===== src/rtl/gfx_cmd_queue_pkg.sv =====
// Shared definitions for the graphics command queue: command type codes,
// queue FSM encodings and a small width helper.
package gfx_cmd_queue_pkg;

    typedef enum logic [1:0] {
        CMD_SPRITE = 2'd0,
        CMD_FONT   = 2'd1,
        CMD_BCK    = 2'd2,
        CMD_RSVD   = 2'd3
    } cmd_type_e;

    typedef enum logic [1:0] {
        ST_IDLE    = 2'd0,
        ST_WAIT_VB = 2'd1,
        ST_DRAIN   = 2'd2
    } fsm_state_e;

    function automatic int max_int(input int a, input int b);
        return (a > b) ? a : b;
    endfunction

endpackage


===== src/rtl/gfx_cmd_queue_sync_fifo.sv =====
// Single-clock FIFO: storage, wrapping pointers and occupancy count.
// rdata always shows the head entry; a pop simply advances past it.
module sync_fifo #(
    parameter int WIDTH = 8,
    parameter int DEPTH = 8,
    localparam int PTR_W = $clog2(DEPTH),
    localparam int LVL_W = PTR_W + 1
) (
    input  logic             clk,
    input  logic             reset,
    input  logic             push,
    input  logic             pop,
    input  logic [WIDTH-1:0] wdata,
    output logic [WIDTH-1:0] rdata,
    output logic             full,
    output logic             empty,
    output logic [LVL_W-1:0] level
);

    logic [WIDTH-1:0] mem [DEPTH];
    logic [PTR_W-1:0] wr_ptr;
    logic [PTR_W-1:0] rd_ptr;
    logic             do_push;
    logic             do_pop;

    assign full    = (level == LVL_W'(DEPTH));
    assign empty   = (level == '0);
    assign do_push = push & ~full;
    assign do_pop  = pop & ~empty;
    assign rdata   = mem[rd_ptr];

    // Entry storage; contents need no reset because level guards every read.
    always_ff @(posedge clk) begin
        if (do_push) begin
            mem[wr_ptr] <= wdata;
        end
    end

    // Pointers wrap naturally (DEPTH is a power of two); level tracks push/pop balance.
    always_ff @(posedge clk) begin
        if (reset) begin
            wr_ptr <= '0;
            rd_ptr <= '0;
            level  <= '0;
        end else begin
            if (do_push) wr_ptr <= wr_ptr + 1'b1;
            if (do_pop)  rd_ptr <= rd_ptr + 1'b1;
            case ({do_push, do_pop})
                2'b10:   level <= level + 1'b1;
                2'b01:   level <= level - 1'b1;
                default: level <= level;
            endcase
        end
    end

endmodule


===== src/rtl/gfx_cmd_queue.sv =====
// Graphics side-effect command queue. Buffers sprite/font/background writes
// from the execute stage and replays them in order, optionally only during
// vertical blanking so a frame never shows a half-updated sprite set.
// Handshake: a command transfers on any cycle where cmd_valid and cmd_ready
// are both high; cmd_ready depends only on occupancy, never on cmd_valid.
module gfx_cmd_queue
    import gfx_cmd_queue_pkg::*;
#(
    parameter int N_SPRITES   = 32,
    parameter int DEPTH       = 8,
    parameter int X_W         = 10,
    parameter int Y_W         = 9,
    parameter int FONT_AW     = 11,
    parameter int FONT_DW     = 4,
    parameter int COMMIT_MODE = 1,
    localparam int SEL_W = $clog2(N_SPRITES),
    localparam int LVL_W = $clog2(DEPTH) + 1
) (
    input  logic               clk,
    input  logic               reset,
    input  logic               cmd_valid,
    input  logic [1:0]         cmd_type,
    input  logic [SEL_W-1:0]   cmd_sel,
    input  logic [31:0]        cmd_a,
    input  logic [31:0]        cmd_b,
    input  logic [2:0]         cmd_flags,
    output logic               cmd_ready,
    input  logic               vblank,
    output logic               spr_we,
    output logic [SEL_W-1:0]   spr_sel,
    output logic [X_W-1:0]     spr_x,
    output logic [Y_W-1:0]     spr_y,
    output logic               spr_attr,
    output logic               spr_pos,
    output logic               spr_vis,
    output logic               font_we,
    output logic [FONT_AW-1:0] font_addr,
    output logic [FONT_DW-1:0] font_data,
    output logic               font_ch_active,
    output logic               font_clr,
    output logic               bck_we,
    output logic [1:0]         bck,
    output logic               bck_ch_active,
    output logic [LVL_W-1:0]   level,
    output logic               overflow,
    output logic               commit_done,
    output logic [1:0]         dbg_state
);

    localparam int AW = max_int(X_W, FONT_AW);
    localparam int BW = max_int(Y_W, FONT_DW);

    typedef struct packed {
        logic [1:0]       typ;
        logic [SEL_W-1:0] sel;
        logic [AW-1:0]    a;
        logic [BW-1:0]    b;
        logic [2:0]       flags;   // {attr,pos,vis}
    } entry_t;

    entry_t     wr_entry;
    entry_t     rd_entry;
    fsm_state_e state;
    logic       vblank_q;
    logic       full;
    logic       empty;
    logic       push_en;
    logic       gate_open;
    logic       pop;
    logic       last_pop;
    logic       unused_bits;

    assign cmd_ready = ~full;
    assign push_en   = cmd_valid & ~full & (cmd_type != CMD_RSVD);
    assign gate_open = (COMMIT_MODE == 0) | vblank_q;
    assign pop       = ~empty & gate_open;
    // The pop that leaves the queue empty ends a commit.
    assign last_pop  = pop & (level == LVL_W'(1)) & ~push_en;
    assign dbg_state = state;

    assign wr_entry.typ   = cmd_type;
    assign wr_entry.sel   = cmd_sel;
    assign wr_entry.a     = cmd_a[AW-1:0];
    assign wr_entry.b     = cmd_b[BW-1:0];
    assign wr_entry.flags = cmd_flags;
    assign unused_bits    = ^{cmd_a[31:AW], cmd_b[31:BW]};

    sync_fifo #(
        .WIDTH ($bits(entry_t)),
        .DEPTH (DEPTH)
    ) u_fifo (
        .clk   (clk),
        .reset (reset),
        .push  (push_en),
        .pop   (pop),
        .wdata (wr_entry),
        .rdata (rd_entry),
        .full  (full),
        .empty (empty),
        .level (level)
    );

    // Single-stage vblank register; the drain gate looks only at this copy.
    always_ff @(posedge clk) begin
        if (reset) vblank_q <= 1'b0;
        else       vblank_q <= vblank;
    end

    // Sticky drop flag: a real (non-reserved) command arrived while full.
    always_ff @(posedge clk) begin
        if (reset)                                               overflow <= 1'b0;
        else if (cmd_valid & full & (cmd_type != CMD_RSVD))      overflow <= 1'b1;
    end

    // Commit FSM: tracks empty / gated / draining and pulses commit_done on the final pop.
    always_ff @(posedge clk) begin
        if (reset) begin
            state       <= ST_IDLE;
            commit_done <= 1'b0;
        end else begin
            commit_done <= 1'b0;
            case (state)
                ST_IDLE: begin
                    if (push_en) state <= ST_WAIT_VB;
                end
                ST_WAIT_VB: begin
                    if (last_pop) begin
                        state       <= ST_IDLE;
                        commit_done <= 1'b1;
                    end else if (gate_open) begin
                        state <= ST_DRAIN;
                    end
                end
                ST_DRAIN: begin
                    if (last_pop) begin
                        state       <= ST_IDLE;
                        commit_done <= 1'b1;
                    end else if (!gate_open) begin
                        state <= ST_WAIT_VB;
                    end
                end
                default: state <= ST_IDLE;
            endcase
        end
    end

    // Replay the popped head entry: one strobe per pop, data held between writes.
    always_ff @(posedge clk) begin
        if (reset) begin
            spr_we         <= 1'b0;
            spr_sel        <= '0;
            spr_x          <= '0;
            spr_y          <= '0;
            spr_attr       <= 1'b0;
            spr_pos        <= 1'b0;
            spr_vis        <= 1'b0;
            font_we        <= 1'b0;
            font_addr      <= '0;
            font_data      <= '0;
            font_ch_active <= 1'b0;
            font_clr       <= 1'b0;
            bck_we         <= 1'b0;
            bck            <= '0;
            bck_ch_active  <= 1'b0;
        end else begin
            spr_we  <= 1'b0;
            font_we <= 1'b0;
            bck_we  <= 1'b0;
            if (pop) begin
                case (rd_entry.typ)
                    CMD_SPRITE: begin
                        spr_we  <= 1'b1;
                        spr_sel <= rd_entry.sel;
                        spr_x   <= rd_entry.a[X_W-1:0];
                        spr_y   <= rd_entry.b[Y_W-1:0];
                        {spr_attr, spr_pos, spr_vis} <= rd_entry.flags;
                    end
                    CMD_FONT: begin
                        font_we        <= 1'b1;
                        font_addr      <= rd_entry.a[FONT_AW-1:0];
                        font_data      <= rd_entry.b[FONT_DW-1:0];
                        font_ch_active <= rd_entry.flags[2];
                        font_clr       <= rd_entry.flags[1];
                    end
                    CMD_BCK: begin
                        bck_we        <= 1'b1;
                        bck           <= rd_entry.flags[1:0];
                        bck_ch_active <= rd_entry.flags[2];
                    end
                    default: ;
                endcase
            end
        end
    end

endmodule


===== config.mk =====
export PLATFORM = sky130hd
export DESIGN_NAME = gfx_cmd_queue
export DESIGN_NICKNAME = d
export VERILOG_FILES = /design/src/rtl/gfx_cmd_queue_pkg.sv /design/src/rtl/gfx_cmd_queue_sync_fifo.sv /design/src/rtl/gfx_cmd_queue.sv
export SDC_FILE = /design/constraint.sdc
export NUM_CORES = 1
export LEC_CHECK = 0
export CAP_MARGIN = 30
export CELL_PAD_IN_SITES_DETAIL_PLACEMENT = 0
export CELL_PAD_IN_SITES_GLOBAL_PLACEMENT = 1
export CORE_UTILIZATION = 51
export DETAILED_ROUTE_END_ITERATION = 6
export PLACE_DENSITY = 0.81
export SYNTH_ARGS = -nofsm -noshare
export SYNTH_HDL_FRONTEND = slang
export SYNTH_HIERARCHICAL = 1
export SYNTH_SLANG_ARGS = --single-unit

===== constraint.sdc =====
create_clock -name clk -period 12.95 [get_ports clk]
set_input_delay 2.59 -clock clk [delete_from_list [all_inputs] [get_ports clk]]
set_output_delay 2.59 -clock clk [all_outputs]
set_load 0.05 [all_outputs]

# Word-level counts from Yosys, hierarchy flattened
# Memory sizes are Yosys's and may differ from the RTL's. A register that Yosys moved wholly into a read port is not among the register bits.
# Index checks and enable logic that the tools add are counted.
# Widths: inputs -> output; s select.
[totals]
ff_bits = 65
latchBits = 0
ramBits = 240
mem_bits_ro = 0
input_bits = 78
output_inout_bits = 59
wordCells = 79
mem_count = 1
[op_classes]
n_addsub = 4
n_mul = 0
div = 0
order_cmp = 0
eq_ne = 12
n_shift = 0
n_mux = 15
bitwise = 14
n_reduce_logical = 11
[mem_list]
columns = ["name", "depth", "width", "read_ports", "rd_ports_with_merged_regs", "write_ports", "line", "source"]
rows = [
  ["u_fifo.mem", 8, 30, 1, 1, 1, "gfx_cmd_queue_sync_fifo.sv:20", "logic [WIDTH-1:0] mem [DEPTH];"],
]
[op_table]
columns = ["op", "n"]
rows = [
  ["$mux 2", 5],
  ["$and 1x1->1", 9],
  ["$pmux 4 s2", 1],
  ["$add 3x1->3 const B", 2],
  ["$eq 2x1->1 const B", 3],
  ["$eq 2x2->1 const B", 3],
  ["$mux 1", 6],
  ["$mux 3", 2],
  ["$ne 3x3->1 const B", 2],
  ["$pmux 2 s3", 1],
  ["$reduce_and 2->1", 3],
  ["$reduce_or 2->1", 3],
  ["$not 1->1", 5],
  ["$add 4x1->4 const B", 1],
  ["$eq 4x1->1 const B", 1],
  ["$eq 4x4->1 const B", 1],
  ["$logic_not 2->1", 2],
  ["$logic_not 4->1", 1],
  ["$ne 2x2->1 const B", 2],
  ["$sub 4x1->4 const B", 1],
  ["$reduce_and 3->1", 1],
  ["$reduce_bool 2->1", 1],
]

# Depth between registers and ports, before layout
[depth]
word_depth = 8
ltp_mapped = 14
mapped_depth_nobuf = 13

# Hierarchy
# The synthesis kept the hierarchy.
[by_module_without_submodules]
columns = ["mod", "instances", "cells_per_inst", "area_per_inst_um2", "seq_area_each_um2"]
rows = [
  ["sync_fifo", 1, 423, 9898.2, 7467.2],
  ["gfx_cmd_queue", 1, 246, 2109.5, 1101.1],
]

# Worst setup path after synthesis
# Ideal clock, no wire load.
[synth_path]
path_kind = "input -> register"
start = "input cmd_type[0]"
end = "memory u_fifo/mem[0][0] (netlist name) (enable)"
setup_ns = 0.455
arrival_time_ns = 5.425
required_time_ns = 12.495
path_slack_ns = 7.070
path_stages = 6
path_buffers = 0
cell_sequence = "nand2_1 nand3_1 inv_1 nand2_1 or2_2 nor3_1"
[synth_via]
elab_chain_cells = 5
[synth_rtl]
columns = ["element", "line", "source"]
rows = [
  ["start, declared", "gfx_cmd_queue.sv:22", "input logic [1:0] cmd_type,"],
  ["$ne 2x2->1", "gfx_cmd_queue.sv:74", "assign push_en = cmd_valid & ~full & (cmd_type != CMD_RSVD);"],
  ["$and 1x1->1", "gfx_cmd_queue.sv:74", ""],
  ["via push_en", "gfx_cmd_queue.sv:67", "logic push_en;"],
  ["$and 1x1->1", "gfx_cmd_queue_sync_fifo.sv:28", "assign do_push = push & ~full;"],
  ["$mux 1", "gfx_cmd_queue_sync_fifo.sv:34", "if (do_push) begin"],
  ["$mux 1 (not written as such)", "gfx_cmd_queue_sync_fifo.sv:35", "mem[wr_ptr] <= wdata;"],
  ["end, declared", "gfx_cmd_queue_sync_fifo.sv:20", ""],
]
# The timed path passes the listed nets, and every way through them passes these cells.

# Final worst setup path
[layout_path]
start = "register u_fifo.level[1]"
end = "output cmd_ready"
[layout_via]
elab_chain_cells = 2
[layout_rtl]
columns = ["element", "line", "source"]
rows = [
  ["start, declared", "gfx_cmd_queue_sync_fifo.sv:17", "output logic [LVL_W-1:0] level"],
  ["start signal, assigned", "gfx_cmd_queue_sync_fifo.sv:49", "2'b10: level <= level + 1'b1;"],
  ["start signal, assigned", "gfx_cmd_queue_sync_fifo.sv:50", "2'b01: level <= level - 1'b1;"],
  ["start signal, assigned", "gfx_cmd_queue_sync_fifo.sv:51", "default: level <= level;"],
  ["$eq 4x4->1", "gfx_cmd_queue_sync_fifo.sv:26", "assign full = (level == LVL_W'(DEPTH));"],
  ["via full", "gfx_cmd_queue.sv:65", "logic full;"],
  ["$not 1->1", "gfx_cmd_queue.sv:73", "assign cmd_ready = ~full;"],
  ["end, declared", "gfx_cmd_queue.sv:27", "output logic cmd_ready,"],
]
# The timed path passes the listed nets, and every way through them passes these cells.

==> flow_summary.toml <==
[detailed_routing]
num_vias = 6233
finalWirelength_mm = 24.0
dr.pass1.iters = 5
drc = 0
avgViaCountPerCell = 5.60
drt_iter0_drc = 375
wl_per_cell_um = 21.6
ant_nets = 0

[sta]
finalWorstSetupSlack_ns = 7.84
min_period_ns = 5.11
tns_ns = 0
hold_violations = 0
drv_slew = 0
worstMarginPinSlew_ns = 0.806
finalSetupViolCount = 0
rsz0062_at_grt = "no"
skew_ns = 0.0183
max_freq_ghz = 0.196
fin_worst_hold_slack_ns = 0.451
min_period_over_period = 0.394
maxSlewHeadroom = 0.463

[global_routing]
grt_pass1_vias = 6368
grt_max_degree = 70
grt_usage = 0.205
grt_first_pass_wirelength_mm = 36.9
grt-ovfl-total = 0
antenna_found_initial = 0

[synth]
yosys.area.top_type = "edfxtp_1"
async_flop_share = 0
synth_flop_cell = "edfxtp_1"
ys_seq_elements = 308
synthTopCellsByCount = "240 x edfxtp_1, 97 x nand2_1, 68 x dfxtp_1"
syn_inst = 669
synth.avg_cell_area_um2 = 17.9
ys_seq_area_frac = 0.714
synth-edff-count = 240
yosys-top-cells-area = "edfxtp_1 60%, mux4_1 13%, dfxtp_1 11%, nand2_1 3.0%, mux2_2 2.9%"
yosysMostFrequentCell = "edfxtp_1"
yosysWarnings = 6
syn-cell-area_um2 = 12000
yosysTopAreaCellShare = 0.600
syn_nets = 756
synth_cell_types = 45

[power]
p_sw_frac = 0.207
powerDensity_nw_per_um2 = 148
max-vdd-ir-drop_mv = 0.110
internal_power_w = 0.00168
power.leakage_nw = 4.67
seq_power_share = 0.515
power_frac_comb = 0.062
switchingPower_w = 0.000441
totalPowerFinal_w = 0.00213
p_clk_frac = 0.423

[flow_run]
drv_cap = 0

[floorplanning]
io_pins = 137
die_area_um2 = 24200
rows = 55
dieWidth_um = 155
dieHeight_um = 155
core_area_um2 = 22800
floorplan.initialDensity = 0.526

[clocking]
postCtsSetupBuffers = 0
cts_hold_buf = 0
clk_pin_slew_worst_paths_ns = 0.06
clk_latency_ns = 0.55
cts-root-buf = "clkbuf_16"
cts.sinks = 308
cts_buffers = 30
clockBufferDepth = 3
cts_max_level = 1
cts_resized = 0
cts_tree = "yes"

[critical_path]
cp.depth = 4
crit_top_cell = "inv_1"
path_delay_family = "buffers and inverters"
reg2regPathDepth = 8
max_stage_delay_ns = 0.70
rrSetupSlack_ns = 9.64
cp_cell_sequence = "or4b_4 > inv_1 > inv_1 > clkdlybuf4s50_1"
critPathMaxFanout = 11
criticalPathCategory = "flop to output pin"
worstReg2RegEnd = "spr_sel[1]$_SDFFE_PP0P_"
slowest_stage = "clkdlybuf4s50_1"
worst-endpoint-arrival_ns = 2.52
path_buf_inv = 3
startpoint = "u_fifo/level[1]$_SDFFE_PP0P_"
required_ns = 10.36
endpoint_kind = "output pin"
crit_end = "cmd_ready"
cp-start-kind = "flop"

[layout]
area_delta_synth_final_pct = 19.5
fin_nets = 863
fillers = 1612
fin_area_um2 = 14300
num_antenna_cells = 0
layout-drive-gt1-share = 0.148

[hold_path]
holdCritStartpoint = "spr_y[2]$_SDFFE_PP0P_"
min-delay-path-class = "flop to flop"

[placed_design]
portBuffers = 92
place_ws_ns = 7.67
dpl.hpwl_mm = 13.4
placed_area_um2 = 13300
place_congestion = 0.768

[run_status]
outcome = "completed"
==> worst reg2reg max path, delay by kind of cell, from the launching register on <==
kind / cells / cell delay [ns]
buffers and inverters: 3 / 0.99
multiplexers: 2 / 0.97
AND/OR/NAND/NOR: 2 / 0.82
flip-flops: 1 / 0.31
AO/OA/AOI/OAI: 1 / 0.14
==> power by group through the flow <==
| stage | registers [W] | logic (W) | clock network, W |
|---|---|---|---|
| floorplan | 0.00113 | 0.0000665 | 0 |
| global placement | 0.00111 | 0.000126 | 0 |
| detailed placement | 0.00112 | 0.000131 | 0 |
| CTS | 0.00109 | 0.000131 | 0.000917 |
| global route | 0.00110 | 0.000141 | 0.000953 |
| finish | 0.00109 | 0.000131 | 0.000899 |
==> worst min path at each step <==
stage	endpoint	slack, ns	cells past startpoint
final	spr_y[2]$_SDFFE_PP0P_	0.45	2
after CTS	spr_x[4]$_SDFFE_PP0P_	0.45	2
after global placement	spr_sel[0]$_SDFFE_PP0P_	0.44	2
after floorplan	u_fifo/wr_ptr[0]$_SDFFE_PP0P_	0.46	2
after detailed placement	spr_x[4]$_SDFFE_PP0P_	0.45	2
after global routing	font_addr[4]$_SDFFE_PP0P_	0.48	2
==> cells in the final DEF, fill, tap and decap left out, types with 6 or more instances in the layout <==
| cell type | count |
|---|---|
| nand2_1 | 97 |
| mux2_2 | 31 |
| buf_4 | 14 |
| clkbuf_16 | 34 |
| a21oi_1 | 50 |
| nor2_1 | 15 |
| nor2_4 | 6 |
| mux4_1 | 60 |
| edfxtp_1 | 240 |
| clkdlybuf4s50_1 | 91 |
| dfxtp_1 | 66 |
| clkinv_2 | 6 |
| ha_1 | 9 |
| clkbuf_1 | 7 |
==> final cells by class <==
class,count,area (µm²),area share
Sequential cell,308,8570,0.597
Multi-Input combinational cell,322,3250,0.226
Timing Repair Buffer,108,1060,0.0741
Clock buffer,43,905,0.0630
Tap cell,313,392,0.0273
Clock inverter,13,146,0.0102
Inverter,6,22.5,0.00157
==> flip-flops by register name, summed over array words and instances (netlist names), named ones only <==
| name | count |
|---|---|
| u_fifo/mem | 240 |
| font_addr | 11 |
| spr_x | 10 |
| spr_y | 9 |
| spr_sel | 5 |
| font_data | 4 |
| u_fifo/level | 4 |
| u_fifo/rd_ptr | 3 |
| u_fifo/wr_ptr | 3 |
| bck | 2 |
| dbg_state | 2 |
| bck_ch_active | 1 |
| bck_we | 1 |
| commit_done | 1 |
| font_ch_active | 1 |
| font_clr | 1 |
| font_we | 1 |
| gate_open | 1 |
| overflow | 1 |
| spr_attr | 1 |
| spr_pos | 1 |
| spr_vis | 1 |
| spr_we | 1 |
==> logic make-up after synthesis <==
family	Yosys count	synth area share
buf+inv	39	0.0204
xor+xnor	6	0.00438
mux	96	0.165
compound gates	61	0.0284
flops	308	0.714
simple gates	150	0.0593
fa+ha+maj	9	0.00938
==> routing by layer <==
layer	up-vias	global-route usage	part of all wire	wire, µm
li1	2854	-	-	-
met4	0	0.0500	0.016	380
met3	29	0.0329	0.053	1270
met1	3190	0.266	0.42	10100
met5	-	0	0	0
met2	160	0.362	0.51	12300
==> stage by stage <==
| step | util | cells |
|---|---|---|
| after floorplan | - | 669 |
| after global placement | 0.580 | 1055 |
| after detailed placement | 0.580 | 1055 |
| after CTS | 0.626 | 1111 |
| after global routing | 0.628 | 1113 |
| final | 0.628 | 1113 |
(Power assumes the default switching activity.)
